### src/rtl/btn_report_pkg.sv
// Shared constants for the button event reporter:
// counter width, report field offsets and reporter state encoding.
package btn_report_pkg;

    localparam int CW         = 16;
    localparam int PRESS_LSB  = 16;
    localparam int BOUNCE_LSB = 0;

    localparam logic [0:0] IDLE = 1'b0;
    localparam logic [0:0] REQ  = 1'b1;

endpackage

### src/rtl/debouncer.sv
// Stability filter: the output follows the input only after it has
// held one level for DEBOUNCE_CYCLES cycles since its last edge.
module debouncer #(
    parameter int DEBOUNCE_CYCLES = 100000
) (
    input  logic i_clk,
    input  logic i_reset_n,
    input  logic i_sync,
    output logic o_level
);

    localparam int TW = $clog2(DEBOUNCE_CYCLES);
    localparam logic [TW-1:0] RELOAD = TW'(DEBOUNCE_CYCLES - 1);

    logic [TW-1:0] timer;
    logic          prev;

    always_ff @(posedge i_clk or negedge i_reset_n) begin
        if (!i_reset_n) begin
            timer   <= '0;
            prev    <= 1'b0;
            o_level <= 1'b0;
        end else begin
            prev <= i_sync;
            if (i_sync != prev) begin
                timer <= RELOAD;
            end else if (timer != '0) begin
                timer <= timer - TW'(1);
            end else if (i_sync != o_level) begin
                o_level <= i_sync;
            end
        end
    end

endmodule

### src/rtl/btn_event_reporter.sv
// Button front end: synchronize, debounce, count bounces and presses,
// and hand one report word per clean press to the UART transmitter.
module btn_event_reporter #(
    parameter int DEBOUNCE_CYCLES = 100000,
    parameter int CW              = btn_report_pkg::CW
) (
    input  logic        i_clk,
    input  logic        i_reset_n,
    input  logic        i_btn,
    input  logic        i_busy,
    output logic        o_stb,
    output logic [31:0] o_data,
    output logic        o_debounced,
    output logic        o_dropped
);

    import btn_report_pkg::*;

    logic          sync1;
    logic          s_btn;
    logic          s_prev;
    logic          deb_q;
    logic          pending;
    logic [0:0]    state;
    logic [CW-1:0] press_cnt;
    logic [CW-1:0] bounce_cnt;
    logic [CW-1:0] press_next;
    logic          press;
    logic          bounce_edge;
    logic          accept;
    logic [31:0]   snap;

    debouncer #(
        .DEBOUNCE_CYCLES(DEBOUNCE_CYCLES)
    ) u_debouncer (
        .i_clk    (i_clk),
        .i_reset_n(i_reset_n),
        .i_sync   (s_btn),
        .o_level  (o_debounced)
    );

    assign press       = o_debounced & ~deb_q;
    assign bounce_edge = s_btn ^ s_prev;
    assign accept      = o_stb & ~i_busy;
    assign press_next  = press_cnt + CW'(press);

    // Snapshot includes the press being reported this cycle.
    always_comb begin
        snap = '0;
        snap[PRESS_LSB +: CW]  = press_next;
        snap[BOUNCE_LSB +: CW] = bounce_cnt;
    end

    always_ff @(posedge i_clk or negedge i_reset_n) begin
        if (!i_reset_n) begin
            sync1      <= 1'b0;
            s_btn      <= 1'b0;
            s_prev     <= 1'b0;
            deb_q      <= 1'b0;
            press_cnt  <= '0;
            bounce_cnt <= '0;
            state      <= IDLE;
            o_stb      <= 1'b0;
            o_data     <= '0;
            pending    <= 1'b0;
            o_dropped  <= 1'b0;
        end else begin
            sync1      <= i_btn;
            s_btn      <= sync1;
            s_prev     <= s_btn;
            deb_q      <= o_debounced;
            press_cnt  <= press_next;
            bounce_cnt <= bounce_cnt + CW'(bounce_edge);
            case (state)
                IDLE: begin
                    if (press) begin
                        state  <= REQ;
                        o_stb  <= 1'b1;
                        o_data <= snap;
                    end
                end
                REQ: begin
                    if (press && pending) begin
                        o_dropped <= 1'b1;
                    end
                    if (accept) begin
                        if (pending || press) begin
                            o_data  <= snap;
                            pending <= 1'b0;
                        end else begin
                            state <= IDLE;
                            o_stb <= 1'b0;
                        end
                    end else if (press) begin
                        pending <= 1'b1;
                    end
                end
                default: begin
                    state <= IDLE;
                    o_stb <= 1'b0;
                end
            endcase
        end
    end

endmodule

### config.mk
export PLATFORM = sky130hd
export DESIGN_NAME = btn_event_reporter
export DESIGN_NICKNAME = d
export VERILOG_FILES = /design/src/rtl/btn_report_pkg.sv /design/src/rtl/debouncer.sv /design/src/rtl/btn_event_reporter.sv
export SDC_FILE = /design/constraint.sdc
export NUM_CORES = 1
export LEC_CHECK = 0
export ABC_AREA = 1
export BUFFER_PORTS_ARGS = -buffer_cell sky130_fd_sc_hd__buf_2
export CAP_MARGIN = 10
export CORE_MARGIN = 4
export CORE_UTILIZATION = 29
export CTS_CLUSTER_SIZE = 16
export DETAILED_ROUTE_END_ITERATION = 6
export PLACE_DENSITY = 0.52
export SETUP_SLACK_MARGIN = 0.2
export SLEW_MARGIN = 5
export SYNTH_ARGS = -nofsm -noshare
export SYNTH_HDL_FRONTEND = slang
export SYNTH_SLANG_ARGS = --single-unit
### constraint.sdc
create_clock -name i_clk -period 3.05 [get_ports i_clk]
set_input_delay 0 -clock i_clk [delete_from_list [all_inputs] [get_ports i_clk]]
set_output_delay 0 -clock i_clk [all_outputs]
set_load 0.05 [all_outputs]
==> results of run 1 <==
layout make-up:
| cell class | instances | area, um2 |
|---|---|---|
| fill | 1452 | 8677 |
| sequential | 90 | 2252 |
| multi-input combinational | 316 | 1565 |
| clock buffer | 12 | 266.5 |
| timing repair buffer | 44 | 242.7 |
| tap | 176 | 220.2 |
| inverter | 48 | 180.2 |
| clock inverter | 4 | 48.80 |
registers in the layout (all words and copies together), names as in the netlist:
register	count
o_data	32
u_debouncer.o_level	1
u_debouncer.prev	1
press_cnt	16
s_btn	1
o_stb	1
state	1
bounce_cnt	16
deb_q	1
sync1	1
u_debouncer.timer	17
pending	1
o_dropped	1
layout by cell type (no fill, tap or decap), types with 3 or more instances in the layout:
master,instances
nand2_2,3
nand3_1,24
o21ai_0,14
inv_1,46
ha_1,5
nor2_1,46
buf_4,5
nand4_1,7
clkbuf_8,3
o21ai_1,6
a21oi_1,4
xor2_1,15
dfrtp_1,90
clkbuf_16,9
nor3_1,7
nand2_1,157
buf_2,37
xnor2_1,8
nor2_2,5
power breakdown:
group | internal, mW | total [mW] | switching [mW]
combinational | 0.0505 | 0.150 | 0.0992
sequential | 1.25 | 1.30 | 0.0493
clock | 0.701 | 1.15 | 0.446
worst max path at each step:
stage | end | depth (start not counted) | from | slack, ns
floorplan | o_data[26]$_DFFE_PN0P_ | 10 | u_debouncer.o_level$_DFFE_PN0P_ | 1.08
global placement | bounce_cnt[14]$_DFF_PN0_ | 10 | s_btn$_DFF_PN0_ | 0.96
detailed placement | bounce_cnt[14]$_DFF_PN0_ | 10 | s_btn$_DFF_PN0_ | 0.89
CTS | bounce_cnt[14]$_DFF_PN0_ | 10 | s_btn$_DFF_PN0_ | 0.86
global route | bounce_cnt[14]$_DFF_PN0_ | 10 | s_btn$_DFF_PN0_ | 0.65
finish | bounce_cnt[14]$_DFF_PN0_ | 10 | s_btn$_DFF_PN0_ | 0.90
layer usage:
| metal | vias to the layer above | part of all wire | GRT usage |
|---|---|---|---|
| li1 | 1524 | - | - |
| met1 | 1408 | 0.48 | 0.1393 |
| met2 | 37 | 0.48 | 0.1753 |
| met3 | 9 | 0.027 | 0.02667 |
| met4 | 0 | 0.014 | 0.03407 |
| met5 | - | 0 | 0 |
what timing repair did:
item,in CTS,in global routing
hold endpoints to repair,34,0
buffers inserted,0,0
hold buffers,2,0
kinds of logic (layout without fill, tap and decap cells):
logic type / count (synthesis) / after routing / share of synthesized area
and+or+nand+nor: 259 / 259 / 0.2816
DFF: 90 / 90 / 0.5583
adders and majority gates: 5 / 5 / 0.01551
AOI/OAI and AO/OA: 28 / 28 / 0.03691
xor gates and xnor gates: 24 / 24 / 0.05397
buffers and inverters: 55 / 108 / 0.05366
worst register-to-register path, delay by kind of cell (launching register included):
kind / cells / cell delay [ns]
flip-flops: 1 / 0.41
adder cells (fa/ha/maj): 2 / 0.40
XOR/XNOR: 2 / 0.29
AND/OR/NAND/NOR: 4 / 0.65
buffers and inverters: 2 / 0.34
per-stage QoR:
step	hold WS, ns	setup WS, ns	area, um2
CTS	0.03454	0.8627	4776
finish	0.04052	0.9044	4776
global placement	-0.01816	0.9552	4441
detailed placement	-0.01186	0.8883	4441
floorplan	-0.2956	1.085	4034
global route	0.08188	0.6534	4776
==> impl_results.md, run 1 <==
- Slew Limit Headroom: 0.6923
- DP HPWL: 5736 um
- Number of H-tree levels: 3
- Hold Startpoint: i_busy
- Sequential share of the synthesized area: 0.5583
- Largest net degree at the start of global routing: 44
- Peak VDD IR: 0.2093 mV
- Maximum clock path buffer count: 2
- Vias per inst: 4.316
- Leak Pwr: 2.486 nW
- FP Rows: 42
- Core Footprint: 13450 um2
- Hold Path Sink: pending$_DFFE_PN0P_
- Hold Path Depth: 4
- Buf+Inv Stages, Crit Path: 2
- Die area: 15860 um2
- Data arrival time of the critical path: 2.40 ns
- First drt pass iteration count: 6
- Gpl congestion: 0.7767
- CTS root buffer: clkbuf_16
- CTS Sinks: 90
- Initial antenna violation count: 0
- Grt ovf: 0
- CTS Buf Count: 9
- Pins Over Slew Limit: 0
- Final Cycle Share: 0.7035
- Layout Skew: 0.004687 ns
- Worst-path clk slew: 0.06 ns
- Top cell type's share of synthesized area: 0.5583
- Crit Path Class: reg2reg
- Commonest cells post-synth: nand2_1, dfrtp_1, inv_1, nor2_1, nand3_1
- Status: completed
- Final Hold Fails: 0
- DR DRC count: 0
- FF-to-FF path depth: 10
- Number of global-route vias before repair: 2990
- Setup TNS: 0 ns
- Detail Route Antenna Nets: 0
- Crit-path cells: xnor2_2, buf_4, inv_2, ha_1, ha_1, nand2_1, nor2_1, nand3_1, nor2_1, xor2_1
- Fraction of layout cells with a size suffix above 1: 0.1498
- Post-synth EDFFs: 0
- Top cell type by total area after synthesis: dfrtp_1
- Via Count: 2978
- CP max FO: 16
- Endpoints failing setup: 0
- CTS tree: done
- Slew @ Worst Pin: 0.4616 ns
- Port Buffer Count: 38
- Fin util: 0.3550
- Yosys warning count: 0
- Top FF cell, synth: dfrtp_1
- Hold Crit Class: in2reg
- Tot Pwr: 2.593 mW
- Fmax achieved: 466.1 MHz
- Die width: 125.9 um
- Synth Register Bits: 90
- Mapped Nets: 470
- First-pass GRT wire length: 14080 um
- Count leader, synth: nand2_1
- Starting Density: 0.2999
- FF-to-FF Start: s_btn$_DFF_PN0_
- Final Non-Filler Cells: 690
- Synthesized area: 4034 um2
- RSZ-0062 raised after global routing: no
- Detailed Route Iter0 Violations: 112
- Pwr Density: 543.0 nW/um2
- Reg2reg setup slack: 0.90 ns
- Worst setup EP type: flip-flop
- Asr flop ratio synth: 1.000
- GRT Util Overall: 0.1069
- Maxcap violations: 0
- Netlist cell types: 32
- Worst EP required: 3.31 ns
- Placed Cells: 672
- End of the worst register-to-register path: bounce_cnt[14]$_DFF_PN0_
- Worst skew pair latency: 0.33 ns
- Antenna Cells: 0
- # IOs: 39
- Worst Setup Start Kind: flip-flop
- # resized after CTS: 0
- Total Wirelength: 7906 um
- Fin crit period: 2.146 ns
- Routed wire per std cell: 11.46 um
- P&R area growth vs syn: 18.39%
- CP delay by family, top: simple AND/OR/NAND/NOR gates
- Vert. Die Dim: 125.9 um
- CP max-delay cell: dfrtp_1
- Syn Inst Count: 461
- Nets@finish: 518
- Max incr delay on CP: 0.41 ns
- Top post-synthesis cells by area: dfrtp_1, nand2_1, inv_1
- Avg Synthesized Cell Area: 8.750 um2
(Power assumes the default switching activity.)
==> inputs of run 2 (changes only) <==
Settings changed: PLACE_DENSITY 0.52 to 0.53.
Clock period 3.05 ns to 1.9 ns, I/O delays scaled along.
==> run 2 against run 1 <==
  * Critical path depth fell by 1
  * Cell area increased by 4.3%
  * First-iteration DRC count rose by 65%
  * Core utilization grew 1.5 points
  * Worst hold slack lost 0.015 ns
  * Global-route usage increased by 0.85 points
  * Non-clock buffer count is 3 higher
  * Power rose by 73%
  * Combinational power up 97%
  * Via count is 2.3% higher
  * Die area unchanged
  * Sequential power rose by 62%
==> impl_results.md, run 2 (synthesis gave the netlist of run 1 again) <==
- Status: completed
- Crit Path Class: reg2reg
- Top sig layer: met4
- Vert. Die Dim: 125.9 um
- Worst Setup Start Kind: flip-flop
- Final Cycle Share: 0.8662
- Gpl congestion: 0.8411
- Length of routed met2 wiring: 3862 um
- Maximum clock path buffer count: 2
- Final Non-Filler Cells: 693
- Maxcap violations: 0
- FF-to-FF path depth: 9
- Worst-path clk slew: 0.07 ns
- Hold Crit Class: in2reg
- Reg2reg setup slack: 0.25 ns
- Setup TNS: 0 ns
- CTS root buffer: clkbuf_16
- M1 wire length: 4209 um
- End of the worst register-to-register path: bounce_cnt[13]$_DFF_PN0_
- Port Buffer Count: 38
- Met3 routed WL: 310 um
- FF-to-FF Start: s_btn$_DFF_PN0_
- Commonest non-fill, non-tap cell in the layout: nand2_1
- Number of global-route vias before repair: 3027
- CTS Buf Count: 9
- Placed Cells: 673
- Leak Pwr: 2.524 nW
- Hold Path Sink: pending$_DFFE_PN0P_
- CP max FO: 5
- CP max-delay cell: dfrtp_1
- Worst skew pair latency: 0.35 ns
- Number of H-tree levels: 3
- Most frequent cells in the layout: nand2_1, dfrtp_1, inv_1
- Antenna Cells: 0
- CP dominant cell by count: nor2_1
- Pins Over Slew Limit: 0
- Pwr Density: 902.6 nW/um2
- Grt ovf: 0
- Fraction of layout cells with a size suffix above 1: 0.1973
- Routed wire per std cell: 12.35 um
- Largest register FFs: 32
- First-pass GRT wire length: 14810 um
- Initial antenna violation count: 0
- Worst EP required: 2.19 ns
- GRT Util Overall: 0.1154
- Fin crit period: 1.646 ns
- CTS tree: done
- Vias per inst: 4.395
- Layout Skew: 0.008011 ns
- Crit-path cells: xnor2_2, inv_2, ha_4, nand3_2, nor3_4, nand2_2, nor2_1, nor2_1, nor2_1
- P&R area growth vs syn: 23.51%
- Fmax achieved: 607.6 MHz
- Hold Path Depth: 4
- Final Hold Fails: 0
- Total Wirelength: 8559 um
- Max incr delay on CP: 0.42 ns
- Via Count: 3046
- Peak VDD IR: 0.4658 mV
- Endpoints failing setup: 0
- DR DRC count: 0
- Detail Route Antenna Nets: 0
- Hold Startpoint: i_busy
- Slew @ Worst Pin: 0.5771 ns
- Detailed Route Iter0 Violations: 185
- Largest reg by FF count: o_data
- CTS Sinks: 90
- Largest regs: o_data: 32 flops, u_debouncer.timer: 17 flops
- Die width: 125.9 um
- Nets@finish: 521
- Starting Density: 0.2999
- Data arrival time of the critical path: 1.94 ns
- Slew Limit Headroom: 0.6152
- First drt pass iteration count: 5
- DP HPWL: 5914 um
- FP Rows: 42
- RSZ-0062 raised after global routing: yes
- Core Footprint: 13450 um2
- # IOs: 39
- Worst setup EP type: flip-flop
- Die area: 15860 um2
- Largest net degree at the start of global routing: 44
- Fin util: 0.3704
[run 2: changes by cell type in the layout (fill, tap and decap cells not counted), moves of 3 or more]
cell / delta
clkbuf_8: -3
ha_1: -4
ha_4: +4
nand2_1: -6
nand2_2: +6
nand3_1: -4
nand3_2: +3
nor2_1: -4
nor2_4: +3
[run 2: timing repair]
action,4_1_cts,5_1_grt
hold endpoints to repair,42,0
resized for setup,1,15
setup endpoints to repair,2,12
pin swaps,0,3
hold buffers,2,0
setup buffers,1,1
[run 2: worst max path at each step]
| stage | slack [ns] | cells after the start | startpoint | end |
|---|---|---|---|---|
| after floorplan | 0.20 | 9 | s_btn$_DFF_PN0_ | bounce_cnt[10]$_DFF_PN0_ |
| after global placement | 0.26 | 10 | u_debouncer.o_level$_DFFE_PN0P_ | o_data[31]$_DFFE_PN0P_ |
| after detailed placement | 0.19 | 8 | s_btn$_DFF_PN0_ | bounce_cnt[13]$_DFF_PN0_ |
| after CTS | 0.21 | 8 | s_btn$_DFF_PN0_ | bounce_cnt[13]$_DFF_PN0_ |
| after global routing | 0.16 | 8 | s_btn$_DFF_PN0_ | bounce_cnt[13]$_DFF_PN0_ |
| final | 0.25 | 9 | s_btn$_DFF_PN0_ | bounce_cnt[13]$_DFF_PN0_ |
[run 2: power by group]
| part | switching (mW) | total, mW | internal, mW |
|---|---|---|---|
| registers | 0.0953 | 2.10 | 2.00 |
| clock network | 0.806 | 2.10 | 1.30 |
| logic | 0.186 | 0.296 | 0.110 |
| total | 1.09 | 4.50 | 3.41 |
[run 2: area by class of cell]
cell class | count | area [um2]
clock buffer | 9 | 225.2
clock inverter | 7 | 123.9
fill | 1366 | 8471
inverter | 48 | 180.2
multi-input combinational | 316 | 1702
sequential | 90 | 2253
tap | 176 | 220.2
timing repair buffer | 47 | 277.8
[run 2: metal layers]
metal / GRT usage / up-vias
li1: - / 1549
met1: 0.1550 / 1448
met2: 0.1762 / 37
met3: 0.03048 / 12
met4: 0.04984 / 0
met5: 0 / -
[run 2: through the flow]
stage               instance area (um2)  total power, mW  setup slack, ns  hold WS [ns]
finish                             4982            4.497           0.2542       0.02548
CTS                                4912            4.533           0.2118       0.01994
detailed placement                 4529            2.397           0.1902       0.04395
global route                       4982            4.680           0.1584       0.07669
floorplan                          4103            2.283           0.2040       -0.2956
global placement                   4529            2.397           0.2610       0.05035
[run 2: critical path: cells and delay by family (launching register included)]
| family | cells | cell delay (ns) |
|---|---|---|
| xor gates and xnor gates | 1 | 0.16 |
| adders and majority gates | 1 | 0.14 |
| buffers and inverters | 1 | 0.08 |
| DFF | 1 | 0.42 |
| and+or+nand+nor | 6 | 0.78 |
